**config.mk**
```make
export PLATFORM = sky130hd
export DESIGN_NAME = pipe_hazard_ctrl
export DESIGN_NICKNAME = d
export VERILOG_FILES = /design/src/rtl/pipe_ctrl_pkg.sv /design/src/rtl/hazard_detect.sv /design/src/rtl/pipe_hazard_ctrl.sv
export SDC_FILE = /design/constraint.sdc
export NUM_CORES = 1
export LEC_CHECK = 0
export CAP_MARGIN = 20
export CORE_AREA = 4 4 41 43
export DETAILED_ROUTE_END_ITERATION = 6
export DIE_AREA = 0 0 45 47
export DONT_BUFFER_PORTS = 1
export HOLD_SLACK_MARGIN = 0.03
export SETUP_SLACK_MARGIN = 0.4
export SYNTH_ARGS = -nofsm -noshare
export SYNTH_HDL_FRONTEND = slang
export SYNTH_SLANG_ARGS = --single-unit
```
**constraint.sdc**
```tcl
create_clock -name clk -period 3.5 [get_ports clk]
set_input_delay 0.525 -clock clk [delete_from_list [all_inputs] [get_ports clk]]
set_output_delay 0.525 -clock clk [all_outputs]
set_load 0.1 [all_outputs]
```
**src/rtl/pipe_ctrl_pkg.sv**
```systemverilog
`default_nettype none
// +----------------------------------------------------------------------------+
// | Module      : pipe_ctrl_pkg                                                |
// | Description : Shared types and constants for the pipeline hazard control.  |
// | Revision    : 1.0                                                          |
// +----------------------------------------------------------------------------+
package pipe_ctrl_pkg;

    typedef enum logic [1:0] {
        RUN       = 2'd0,
        CTRL_WAIT = 2'd1,
        DRAIN     = 2'd2,
        HALTED    = 2'd3
    } state_t;

    localparam logic [3:0] REG_ZERO          = 4'd0;
    localparam int         DEF_CTRL_WAIT_CYC = 3;
    localparam int         DEF_DRAIN_CYC     = 3;

endpackage
`default_nettype wire

```
**src/rtl/hazard_detect.sv**
```systemverilog
`default_nettype none
// +----------------------------------------------------------------------------+
// | Module      : hazard_detect                                                |
// | Description : Combinational load-use comparator between ID and EX.        |
// | Revision    : 1.0                                                          |
// +----------------------------------------------------------------------------+
module hazard_detect
    import pipe_ctrl_pkg::*;
(
    input  logic       ex_mem_read,
    input  logic [3:0] ex_reg_rd,
    input  logic [3:0] id_rs,
    input  logic [3:0] id_rt,
    input  logic       id_use_rs,
    input  logic       id_use_rt,
    output logic       load_use
);

    logic w_rs_hit;
    logic w_rt_hit;

    assign w_rs_hit = id_use_rs && (id_rs == ex_reg_rd);
    assign w_rt_hit = id_use_rt && (id_rt == ex_reg_rd);

    // r0 is hardwired zero, so a load into it never creates a dependency
    assign load_use = ex_mem_read && (ex_reg_rd != REG_ZERO) && (w_rs_hit || w_rt_hit);

endmodule
`default_nettype wire

```
**src/rtl/pipe_hazard_ctrl.sv**
```systemverilog
`default_nettype none
// +----------------------------------------------------------------------------+
// | Module      : pipe_hazard_ctrl                                             |
// | Description : Stall/flush/bubble sequencing for the five-stage core.       |
// |               Optional stall_cycles counter enabled by STALL_CNT_EN.      |
// | Revision    : 1.0                                                          |
// +----------------------------------------------------------------------------+
module pipe_hazard_ctrl
    import pipe_ctrl_pkg::*;
#(
    parameter int CTRL_WAIT_CYC = DEF_CTRL_WAIT_CYC,
    parameter int DRAIN_CYC     = DEF_DRAIN_CYC
) (
    input  logic        clk,
    input  logic        rst_n,
    input  logic [3:0]  id_rs,
    input  logic [3:0]  id_rt,
    input  logic        id_use_rs,
    input  logic        id_use_rt,
    input  logic        id_call,
    input  logic        id_ret,
    input  logic        id_halt,
    input  logic        ex_mem_read,
    input  logic [3:0]  ex_reg_rd,
    input  logic        ex_branch_taken,
    input  logic        mem_busy,
    output logic        pc_stall,
    output logic        ifid_stall,
    output logic        ifid_flush,
    output logic        idex_bubble,
    output logic        pipe_freeze,
    output logic        pc_hazard,
    output logic        pc_release,
`ifdef STALL_CNT_EN
    output logic        halted,
    output logic [15:0] stall_cycles
`else
    output logic        halted
`endif
);

    localparam logic [2:0] c_wait_init  = 3'(CTRL_WAIT_CYC - 1);
    localparam logic [2:0] c_drain_init = 3'(DRAIN_CYC - 1);

    state_t     r_state;
    logic [2:0] r_cnt;
    state_t     w_state_nxt;
    logic [2:0] w_cnt_nxt;
    logic       w_load_use;

    logic w_pc_stall, w_ifid_stall, w_ifid_flush, w_idex_bubble;
    logic w_pipe_freeze, w_pc_hazard, w_pc_release, w_halted;

    hazard_detect u_hazard_detect (
        .ex_mem_read (ex_mem_read),
        .ex_reg_rd   (ex_reg_rd),
        .id_rs       (id_rs),
        .id_rt       (id_rt),
        .id_use_rs   (id_use_rs),
        .id_use_rt   (id_use_rt),
        .load_use    (w_load_use)
    );

    always_comb begin
        w_state_nxt   = r_state;
        w_cnt_nxt     = r_cnt;
        w_pc_stall    = 1'b0;
        w_ifid_stall  = 1'b0;
        w_ifid_flush  = 1'b0;
        w_idex_bubble = 1'b0;
        w_pipe_freeze = 1'b0;
        w_pc_release  = 1'b0;
        w_pc_hazard   = (r_state == CTRL_WAIT);
        w_halted      = (r_state == HALTED);

        if (mem_busy) begin
            w_pipe_freeze = 1'b1;
            w_pc_stall    = 1'b1;
            w_ifid_stall  = 1'b1;
        end else begin
            case (r_state)
                RUN: begin
                    if (ex_branch_taken) begin
                        // wrong-path ID instruction is squashed, so any call/ret/halt in it dies too
                        w_ifid_flush  = 1'b1;
                        w_idex_bubble = 1'b1;
                    end else if (w_load_use) begin
                        w_pc_stall    = 1'b1;
                        w_ifid_stall  = 1'b1;
                        w_idex_bubble = 1'b1;
                    end else if (id_halt) begin
                        w_state_nxt = DRAIN;
                        w_cnt_nxt   = c_drain_init;
                    end else if (id_call || id_ret) begin
                        w_state_nxt = CTRL_WAIT;
                        w_cnt_nxt   = c_wait_init;
                    end
                end
                CTRL_WAIT: begin
                    w_pc_stall   = 1'b1;
                    w_ifid_flush = 1'b1;
                    if (r_cnt == 3'd0) begin
                        w_pc_release = 1'b1;
                        w_state_nxt  = RUN;
                    end else begin
                        w_cnt_nxt = r_cnt - 3'd1;
                    end
                end
                DRAIN: begin
                    w_pc_stall   = 1'b1;
                    w_ifid_flush = 1'b1;
                    if (r_cnt == 3'd0) begin
                        w_state_nxt = HALTED;
                    end else begin
                        w_cnt_nxt = r_cnt - 3'd1;
                    end
                end
                default: begin
                    w_pc_stall   = 1'b1;
                    w_ifid_flush = 1'b1;
                end
            endcase
        end
    end

    always_ff @(posedge clk or negedge rst_n) begin
        if (!rst_n) begin
            r_state <= RUN;
            r_cnt   <= 3'd0;
        end else begin
            r_state <= w_state_nxt;
            r_cnt   <= w_cnt_nxt;
        end
    end

    // outputs are forced low for the whole reset window, whatever the inputs do
    assign pc_stall    = rst_n & w_pc_stall;
    assign ifid_stall  = rst_n & w_ifid_stall;
    assign ifid_flush  = rst_n & w_ifid_flush;
    assign idex_bubble = rst_n & w_idex_bubble;
    assign pipe_freeze = rst_n & w_pipe_freeze;
    assign pc_hazard   = rst_n & w_pc_hazard;
    assign pc_release  = rst_n & w_pc_release;
    assign halted      = rst_n & w_halted;

`ifdef STALL_CNT_EN
    logic [15:0] r_stall_cycles;

    always_ff @(posedge clk or negedge rst_n) begin
        if (!rst_n) begin
            r_stall_cycles <= 16'd0;
        end else if (w_pc_stall && (r_state != HALTED) && (r_stall_cycles != 16'hFFFF)) begin
            r_stall_cycles <= r_stall_cycles + 16'd1;
        end
    end

    assign stall_cycles = r_stall_cycles;
`endif

endmodule
`default_nettype wire

```
* Word-level counts from Yosys, hierarchy flattened *
Cells that the tools add are included.

storage, ports and cells
  register bits = 5
  latch bits = 0
  memory bits (writable) = 0
  memory bits (read-only) = 0
  input port bits = 22
  memories kept = 0

operators by class
  $add $sub $neg = 1
  multiply operators = 0
  divide/modulo/power cells = 0
  magnitude comparators = 0
  equal/unequal tests = 11
  shift-type cells = 0
  multiplexer cells = 29
  bitwise gates (word level) = 9
  reductions and logical operators = 14

operator list
  kind                 count
  $mux 1               16
  $mux 3               5
  $mux 2               6
  $and 1x1->1          8
  $eq 4x4->1           2
  $ne 2x2->1 const B   4
  $reduce_and 7->1     1
  $pmux 2 s3           1
  $pmux 3 s2           1
  $reduce_and 6->1     1
  $eq 2x2->1 const B   2
  $logic_and 1x1->1    4
  $reduce_bool 4->1    1
  $logic_not 3->1      1
  $ne 3x3->1 const B   1
  $reduce_bool 3->1    1
  $sub 3x1->3 const B  1
  $eq 2x1->1 const B   1
  $logic_not 2->1      1
  $logic_or 1x1->1     2
  $ne 2x1->1 const B   1
  $reduce_bool 2->1    1
  $reduce_or 2->1      1
  $not 1->1            1

* Logic depth before layout (Yosys ltp) *
Gate-level depths: netlist of run 1.

  depth after elaboration = 9
  depth in mapped cells = 7
  depth with buffers taken out = 7

* Hierarchy *
Synthesis of run 1 repeated with hierarchy kept, for this count alone.

unflattened totals
  cells, all modules = 69
  area, all modules = 586.8 um^2

modules (own cells, without submodules)
  module            times used  cells an instance  area each (um^2)  sequential area each (um^2)
  pipe_hazard_ctrl  1           55                 483.0             125.1
  hazard_detect     1           14                 103.8             0.0

* Worst setup path after synthesis of run 1 *
Ideal clock, no wire load.

  kind = input-to-output
  start = in ex_reg_rd[0]
  end = out idex_bubble
  arrival time = 4.015 ns
  required time = 2.975 ns
  path slack = -1.040 ns
  cell stages on the path = 6
  buffers on the path = 0
  cells stage by stage = xor2_1 -> nor3_2 -> nand4_1 -> nand2_1 -> nor2_1 -> nor4bb_1

between the ends
  word-level cells in the longest chain between the ends = 9
  elaborated cells between the ends (all ways) = 13

RTL lines
  what                                         line                                      RTL
  start, declared                              pipe_hazard_ctrl.sv:24                    input logic [3:0] ex_reg_rd,
  $eq 4x4->1, on equally long branches         hazard_detect.sv:22, hazard_detect.sv:23
  $logic_and 1x1->1, on equally long branches  hazard_detect.sv:22, hazard_detect.sv:23
  $logic_or 1x1->1                             hazard_detect.sv:26                       assign load_use = ex_mem_read && (ex_reg_rd != REG_ZERO) && (w_rs_hit || w_rt_hit);
  $logic_and 1x1->1 (*)                        hazard_detect.sv:26
  $mux 1 (*)                                   pipe_hazard_ctrl.sv:87                    end else if (w_load_use) begin
  $mux 1 (*)                                   pipe_hazard_ctrl.sv:83                    if (ex_branch_taken) begin
  $mux 1 (*)                                   pipe_hazard_ctrl.sv:81                    case (r_state)
  $mux 1 (*)                                   pipe_hazard_ctrl.sv:76                    if (mem_busy) begin
  $and 1x1->1 (*)                              pipe_hazard_ctrl.sv:140                   assign idex_bubble = rst_n & w_idex_bubble;
  end, declared                                pipe_hazard_ctrl.sv:30                    output logic idex_bubble,

Mark *: on every way between the ends. The rest lies on a longest branch, timed or not.

* Worst setup path after layout of run 1 *
  start = reg r_state[0]
  end = out ifid_stall

between the ends
  word-level cells in the longest chain between the ends = 4

RTL lines
  what                    line                     RTL
  start, declared         pipe_hazard_ctrl.sv:45   state_t r_state;
  start signal, assigned  pipe_hazard_ctrl.sv:131  r_state <= w_state_nxt;
  $logic_not 2->1         pipe_hazard_ctrl.sv:81
  $mux 1                  pipe_hazard_ctrl.sv:81
  $mux 1                  pipe_hazard_ctrl.sv:76
  $and 1x1->1             pipe_hazard_ctrl.sv:138  assign ifid_stall = rst_n & w_ifid_stall;
  end, declared           pipe_hazard_ctrl.sv:28   output logic ifid_stall,

Every way passes these cells.

==> results of run 1 <==
## cell families after synthesis
| logic type | share of synthesized area [%] |
|---|---|
| XOR/XNOR | 11.48 |
| AND/OR/NAND/NOR | 32.17 |
| AO/OA/AOI/OAI | 18.65 |
| buffers and inverters | 4.918 |
| flip-flops | 20.49 |
| adder cells (fa/ha/maj) | 12.29 |
## cell type report
cell class                      instances  area (um2)  area share (%)
Tap cell                               15       18.77           2.577
Timing Repair Buffer                    6       47.55           6.529
Inverter                                6       22.52           3.093
Sequential cell                         5       125.1           17.18
Clock buffer                            4       26.28           3.608
Multi-Input combinational cell         59       488.0           67.01
## flip-flops by register name, summed over array words and instances (netlist names)
| register | cells |
|---|---|
| r_state | 2 |
| r_cnt | 3 |
## timing repair
item | CTS | global route
setup buffers | 0 | 0
endpoints found under the hold margin | 5 | 0
hold buffers | 1 | 0
## placed cells by master, fill, tap and decap left out, types with 2 or more instances in the layout
| master | synthesis | layout |
|---|---|---|
| sky130_fd_sc_hd__buf_4 | 0 | 5 |
| sky130_fd_sc_hd__clkbuf_4 | 0 | 3 |
| sky130_fd_sc_hd__inv_1 | 6 | 6 |
| sky130_fd_sc_hd__dfrtp_1 | 5 | 5 |
| sky130_fd_sc_hd__o32a_1 | 2 | 2 |
| sky130_fd_sc_hd__xnor2_1 | 2 | 2 |
| sky130_fd_sc_hd__a21oi_1 | 2 | 2 |
| sky130_fd_sc_hd__nor3_1 | 2 | 2 |
| sky130_fd_sc_hd__o21ai_0 | 2 | 2 |
| sky130_fd_sc_hd__ha_1 | 6 | 6 |
| sky130_fd_sc_hd__nand3_1 | 2 | 2 |
| sky130_fd_sc_hd__nand4_1 | 2 | 2 |
| sky130_fd_sc_hd__nand2_1 | 2 | 2 |
| sky130_fd_sc_hd__nor2b_1 | 4 | 3 |
| sky130_fd_sc_hd__and2_1 | 3 | 3 |
| sky130_fd_sc_hd__nor3_2 | 2 | 2 |
| sky130_fd_sc_hd__xor2_1 | 6 | 6 |
| sky130_fd_sc_hd__nor2_1 | 8 | 8 |
## final timing paths
path                                        start                      to  slack, ns
max in group asynchronous                   rst_n    r_cnt[0]$_DFFE_PN0P_       2.70
setup reg to reg             r_cnt[1]$_DFFE_PN0P_  r_state[1]$_DFFE_PN0P_       1.73
hold / removal                            id_halt  r_state[0]$_DFFE_PN0P_       0.51
setup / recovery           r_state[0]$_DFFE_PN0P_              ifid_stall       1.15
min in group asynchronous                   rst_n  r_state[1]$_DFFE_PN0P_       0.59
hold reg to reg              r_cnt[1]$_DFFE_PN0P_    r_cnt[1]$_DFFE_PN0P_       0.54
## metrics by stage
step / setup WS, ns / utilization (%) / instances / hold WS, ns
detailed placement: 1.165 / 53.17 / 90 / 0.2298
global route: 1.031 / 55.96 / 95 / 0.5204
finish: 1.151 / 55.96 / 95 / 0.5146
global placement: 1.185 / 53.17 / 90 / 0.2298
CTS: 1.145 / 55.96 / 95 / 0.5076
floorplan: -0.002727 / - / 72 / 0.2294
## routing by layer
layer | part of all wire (%) | vias to the layer above | global-route usage [%]
met1 | 46 | 261 | 21.56
met5 | 0 | - | 0
li1 | - | 274 | -
met3 | 4.7 | 2 | 1.916
met4 | 1.6 | 0 | 10.53
met2 | 48 | 20 | 25.42
## critical path, cell delays in order, from the launching register on
cell	delay, ns
sky130_fd_sc_hd__dfrtp_1	0.41
sky130_fd_sc_hd__inv_1	0.10
sky130_fd_sc_hd__ha_1	0.26
sky130_fd_sc_hd__nor2b_1	0.29
sky130_fd_sc_hd__a21oi_1	0.12
sky130_fd_sc_hd__nor2b_2	0.11
sky130_fd_sc_hd__buf_4	0.29
## power by group through the flow
stage	clock network, mW	logic, mW	registers [mW]
after floorplan	0	0.349	0.104
after global placement	0	0.407	0.109
after detailed placement	0	0.417	0.113
after CTS	0.0692	0.422	0.112
after global routing	0.0720	0.469	0.115
final	0.0673	0.422	0.111
==> impl_summary.txt, run 1 <==
----------------------------------------------------
[Detailed routing]
  Routed WL per cell ... 15.51 um
  DR DRC count ... 0
  Overall routed net length ... between 1 and 1.5 mm
  DRT Pass-1 Iters ... 4
  Number of vias per cell ... 5.863
  Violation count after the first detailed-route iteration ... 16
  Post-route antenna net violation count ... 0
  Via Count ... approximately 560

[Pwr]
  Net switching component of the power ... 317.6 uW
  Total internal power ... 282.9 uW
  Clk network pwr share ... 11.2%
  Seq pwr share ... 18.5%
  Total power divided by cell area ... 824.6 mW/mm2
  Worst IR Drop VDD ... 0.5732 mV
  Comb pwr share ... 70.3%
  Post-layout total power ... 600.5 uW
  Share of total power consumed by net switching ... 52.89%
  Static Leakage ... 0.3167 nW

[Global routing]
  Antenna violations before repair ... 0
  Total congestion overflow ... 0
  Largest net degree at the start of global routing ... 10
  Wire length of the first global-routing pass ... 2.456 mm
  Via count of the first global-routing pass ... ~560
  Global-route usage over all layers ... 16.40%

[Logic synthesis]
  Post-synthesis cell count ... between 70 and 80
  Count of flip-flops with a built-in enable after synthesis ... 0
  Post-synthesis cell type count ... 31
  Post-synthesis instance area ... 610.6 um2
  Sequential fraction of the synthesis area ... 20.49%
  Post-synthesis average cell area ... 8.480 um2
  Most used flip-flop cell after synthesis ... sky130_fd_sc_hd__dfrtp_1
  Top cell type's share of synthesized area ... 20.49%
  #FFs+latches synth ... 5
  Top-count cell post-synth ... sky130_fd_sc_hd__nor2_1
  Dominant cell type by area after synthesis ... sky130_fd_sc_hd__dfrtp_1
  Most used standard cells in the synthesized netlist ... sky130_fd_sc_hd__nor2_1 (8), sky130_fd_sc_hd__ha_1 (6), sky130_fd_sc_hd__inv_1 (6), sky130_fd_sc_hd__xor2_1 (6), sky130_fd_sc_hd__dfrtp_1 (5)
  Number of nets in the synthesized netlist ... 100
  Proportion of synthesized flip-flops having asynchronous set or reset ... 100.0%
  Number of synthesis warnings ... 0
  Cell types occupying the most area after synthesis ... sky130_fd_sc_hd__dfrtp_1 (20%), sky130_fd_sc_hd__ha_1 (12%), sky130_fd_sc_hd__xor2_1 (8.6%), sky130_fd_sc_hd__nor2_1 (4.9%), sky130_fd_sc_hd__nor2b_1 (4.1%)

[Timing]
  Slew of the pin with the lowest slew margin ... 0.9592 ns
  Count of pins over their slew limit ... 0
  Setup violations, final ... 0
  Largest clock skew in the final design ... between 0.001 and 0.0015 ns
  Setup TNS Final ... 0 ns
  RSZ-0062 raised after global routing ... no
  Final Hold Violating Endpoints ... 0
  Period Utilization, post-route ... 67.12%
  Final critical path time including I/O delays and setup ... 2.349 ns
  Worst max-slew margin expressed relative to the limit ... a little over a third
  Maximum clock frequency ... 425.6 MHz

[Floorplanning]
  Die outline area ... 0.002115 mm2
  Initial Utilization ... 46.92%
  Horizontal extent of the die ... 45 um
  Number of placement rows ... 13
  Die Y ... 47 um
  Number of I/O pins ... 30
  Area of the core ... 0.001301 mm2

[Clock network]
  H-tree level count ... 1
  Clock-pin slew on the worst setup and hold paths ... ~0.040 ns
  Clock Tree Buf Depth ... 2
  Number of buffers created by CTS ... 3
  TritonCTS clock tree ... yes
  Number of clock sinks ... 5
  Count of instances resized after the clock tree is built ... 0
  Root buffer cell ... sky130_fd_sc_hd__clkbuf_4
  Clock latency of the later-clocked register in the worst-skew pair ... 0.24 ns

[Placement]
  Count of input and output buffers ... 0
  Gp weighted congestion ... 0.7294
  Post-DP Area ... 691.9 um2
  HPWL Detailed ... 1.205 mm

[Setup path]
  Capturing element type of the critical path ... output port
  Arrival time reported for the critical path endpoint ... 1.82 ns
  Maximum net fanout on the critical path ... 6
  Length in cells of the worst reg-to-reg path ... 6
  Crit Path Class ... register to output port
  Type of element launching the critical path ... register
  Required time of the critical path ... 2.97 ns

[Cells and area]
  Layout cells sized above 1 ... 21.25%
  Final antenna diode count ... 0
  Layout net count ... 109
  Final Cell Area ... roughly 730 um2
  Area growth from synthesis to final layout ... 19.26%
  Fillers ... 131

[Hold path]
  Hold Path Stages ... 2
  Worst Hold Class ... input pin to register

[Run status]
  Run status ... finished, final reports clean

[Run]
  Total of max-cap violations ... 0

----------------------------------------------------
Note: power is estimated with default switching activity, not from simulation.
==> run 2: changes to the inputs <==
==> constraint.sdc (replaced) <==
create_clock -name clk -period 2.1 [get_ports clk]
set_input_delay 0.315 -clock clk [delete_from_list [all_inputs] [get_ports clk]]
set_output_delay 0.315 -clock clk [all_outputs]
set_load 0.1 [all_outputs]
==> run 2 against run 1 <==
Sequential share of layout area decreased by 4.5 points; largest cell class unchanged; global-route usage decreased by 0.70 points; non-clock buffer count increased by 14; critical endpoint is now idex_bubble; routed wire length increased by 8.6%; cell area increased by 36%; combinational power increased by 140%; cell count increased by 15%.
==> impl_summary.txt, run 2 (synthesized netlist as in run 1, its figures left out) <==
----------------------------------------------------
[Run status]
  Run status ... finished, final reports clean

[Cells and area]
  Most common library cell in the layout ignoring fill and taps ... sky130_fd_sc_hd__buf_4
  Largest registers ... r_cnt (3), r_state (2)
  Flip-flop count of the largest register after layout ... 3 (unchanged)
  Layout net count ... 123 (+13%)
  Most used cells in the layout excluding fill and tap cells ... sky130_fd_sc_hd__buf_4 (12), sky130_fd_sc_hd__xor2_1 (6), sky130_fd_sc_hd__nor2_1 (6)
  Final Non-Filler Cells ... 109 (+15%)
  Layout cells sized above 1 ... 50.00% (+29 points)
  Fillers ... 90 (-31%)
  Final antenna diode count ... 0 (unchanged)
  Area growth from synthesis to final layout ... 62.09%
  Largest register by flop count ... r_cnt

[Pwr]
  Worst IR Drop VDD ... 0.9075 mV (+58%)
  Static Leakage ... 0.4254 nW (+34%)
  Comb pwr share ... 77.8% (+7.5 points)
  Net switching component of the power ... 606.1 uW (+91%)
  Total power divided by cell area ... 1300 mW/mm2 (+58%)
  Total internal power ... 680.8 uW (+140%)
  Seq pwr share ... 13.7% (-4.8 points)
  Share of total power consumed by net switching ... 47.10% (-5.8 points)
  Clk network pwr share ... 8.4% (-2.8 points)
  Post-layout total power ... 1.287 mW (+110%)

[Setup path]
  Capturing element type of the critical path ... output port
  Maximum net fanout on the critical path ... 4 (-2)
  Critical register-to-register path startpoint ... r_cnt[1]$_DFFE_PN0P_
  Required time of the critical path ... 1.78 ns (-1.19 ns)
  Reg-to-reg setup timing slack ... 0.44 ns (-1.29 ns)
  Type of element launching the critical path ... input pin
  Length in cells of the worst reg-to-reg path ... 7 (+1)
  Arrival time reported for the critical path endpoint ... 1.51 ns (-0.31 ns)
  Crit Path Class ... input pin to output port
  Endpoint of the worst register-to-register path ... r_state[0]$_DFFE_PN0P_

[Timing]
  Count of pins over their slew limit ... 0 (unchanged)
  RSZ-0062 raised after global routing ... yes
  Final critical path time including I/O delays and setup ... 1.828 ns
  Worst max-slew margin expressed relative to the limit ... 77.62% (+41 points)
  Period Utilization, post-route ... between 80% and 90%
  Largest clock skew in the final design ... 0.003063 ns (+0.001695 ns)
  Maximum clock frequency ... 547.2 MHz
  Slew of the pin with the lowest slew margin ... 0.3347 ns (-0.6245 ns)
  Setup TNS Final ... 0 ns (unchanged)
  Setup violations, final ... 0 (unchanged)
  Final Hold Violating Endpoints ... 0 (unchanged)
  Setup slack after layout ... 0.2724 ns (-0.8782 ns)

[Detailed routing]
  Violation count after the first detailed-route iteration ... 13 (-3)
  Post-route antenna net violation count ... 0 (unchanged)
  Via Count ... 627 (+13%)
  Number of vias per cell ... 5.752 (-1.9%)
  Overall routed net length ... 1.599 mm (+8.6%)
  DRT Pass-1 Iters ... 4 (unchanged)
  DR DRC count ... 0 (unchanged)
  Routed WL per cell ... 14.67 um (-5.4%)

[Clock network]
  H-tree level count ... 1 (unchanged)
  TritonCTS clock tree ... yes
  Number of buffers created by CTS ... 3 (unchanged)
  Clock latency of the later-clocked register in the worst-skew pair ... 0.24 ns (about the same)
  Number of clock sinks ... 5 (unchanged)
  Clock Tree Buf Depth ... 2 (unchanged)
  Clock-pin slew on the worst setup and hold paths ... 0.04 ns (about the same)
  Root buffer cell ... sky130_fd_sc_hd__clkbuf_4

[Global routing]
  Global-route usage over all layers ... 15.70% (-0.70 points)
  Largest net degree at the start of global routing ... 10 (unchanged)
  Via count of the first global-routing pass ... 622 (+12%)
  Antenna violations before repair ... 0 (unchanged)
  Wire length of the first global-routing pass ... 2.442 mm (-0.57%)
  Total congestion overflow ... 0 (unchanged)

[Floorplanning]
  Horizontal extent of the die ... 45 um (unchanged)
  Number of I/O pins ... 30 (unchanged)
  Number of placement rows ... 13 (unchanged)
  Die outline area ... 0.002115 mm2 (unchanged)
  Initial Utilization ... 46.92% (unchanged)
  Die Y ... 47 um (unchanged)
  Area of the core ... 0.001301 mm2 (unchanged)

[Hold path]
  Worst hold path endpoint ... r_state[0]$_DFFE_PN0P_
  Hold Path Stages ... 2 (unchanged)
  Worst Hold Class ... input pin to register
  Source of the worst hold timing path ... id_halt

[Placement]
  Gp weighted congestion ... 0.7182 (-1.5%)
  Number of instances in the placed design ... 92 (+2.2%)
  Setup slack at placement ... 0.2506 ns (-0.9142 ns)
  Count of input and output buffers ... 0 (unchanged)
  HPWL Detailed ... 1.072 mm (-11%)

[Run]
  Total of max-cap violations ... 0 (unchanged)

----------------------------------------------------
## run 2: per-layer routing
layer  up-vias  part of all wire (%)  track usage (%)
met4         0                   1.6            2.339
li1        306                     -                -
met1       292                    40            17.47
met3         2                   9.9            8.812
met5         -                     0                0
met2        27                    49            26.84
## run 2: cell type report
type / count / area (um2) / share of cell area, %
clock buffer: 3 / 22.52 / 2.276
clock inverter: 1 / 5.005 / 0.5057
inverter: 6 / 22.52 / 2.276
multi-input combinational: 59 / 573.1 / 57.90
sequential: 5 / 125.1 / 12.64
tap: 15 / 18.77 / 1.896
timing repair buffer: 20 / 222.7 / 22.50
## run 2: power by group through the flow
stage | combinational, mW | clock, mW | sequential (mW)
global placement | 0.733 | 0 | 0.180
CTS | 0.907 | 0.113 | 0.173
floorplan | 0.616 | 0 | 0.174
detailed placement | 0.747 | 0 | 0.180
global route | 1.08 | 0.122 | 0.182
finish | 1.00 | 0.109 | 0.176
## run 2: what timing repair did
action                     CTS  global route
buffers inserted             7             5
pin swaps                    6            12
setup endpoints to repair    8             8
hold endpoints to repair     5             0
resized for setup           13             9
hold buffers                 1             0
## run 2: how the worst max path moves through the flow
| stage | startpoint | to | slack [ns] | depth (start not counted) |
|---|---|---|---|---|
| final | ex_reg_rd[0] | idex_bubble | 0.27 | 7 |
| after global placement | ex_reg_rd[0] | idex_bubble | 0.28 | 7 |
| after CTS | ex_reg_rd[0] | idex_bubble | 0.29 | 7 |
| after detailed placement | ex_reg_rd[0] | idex_bubble | 0.25 | 7 |
| after global routing | ex_reg_rd[0] | idex_bubble | 0.21 | 7 |
| after floorplan | ex_reg_rd[0] | idex_bubble | -0.26 | 6 |
## run 2: stage by stage
stage | utilization, % | hold WS [ns] | area (um2)
6_report | 76.06 | 0.3060 | 989.7
5_1_grt | 76.06 | 0.3188 | 989.7
4_1_cts | 70.38 | 0.3011 | 915.9
3_5_place_dp | 59.52 | 0.01982 | 774.5
3_3_place_gp | 59.52 | 0.01976 | 774.5
2_1_floorplan | - | 0.01941 | 673.1
## run 2: critical path, stage by stage
cell	delay, ns
sky130_fd_sc_hd__xor2_1	0.14
sky130_fd_sc_hd__nor3_2	0.17
sky130_fd_sc_hd__nand4_1	0.15
sky130_fd_sc_hd__nand2_2	0.13
sky130_fd_sc_hd__nor2_2	0.05
sky130_fd_sc_hd__nor4bb_4	0.33
sky130_fd_sc_hd__buf_12	0.21
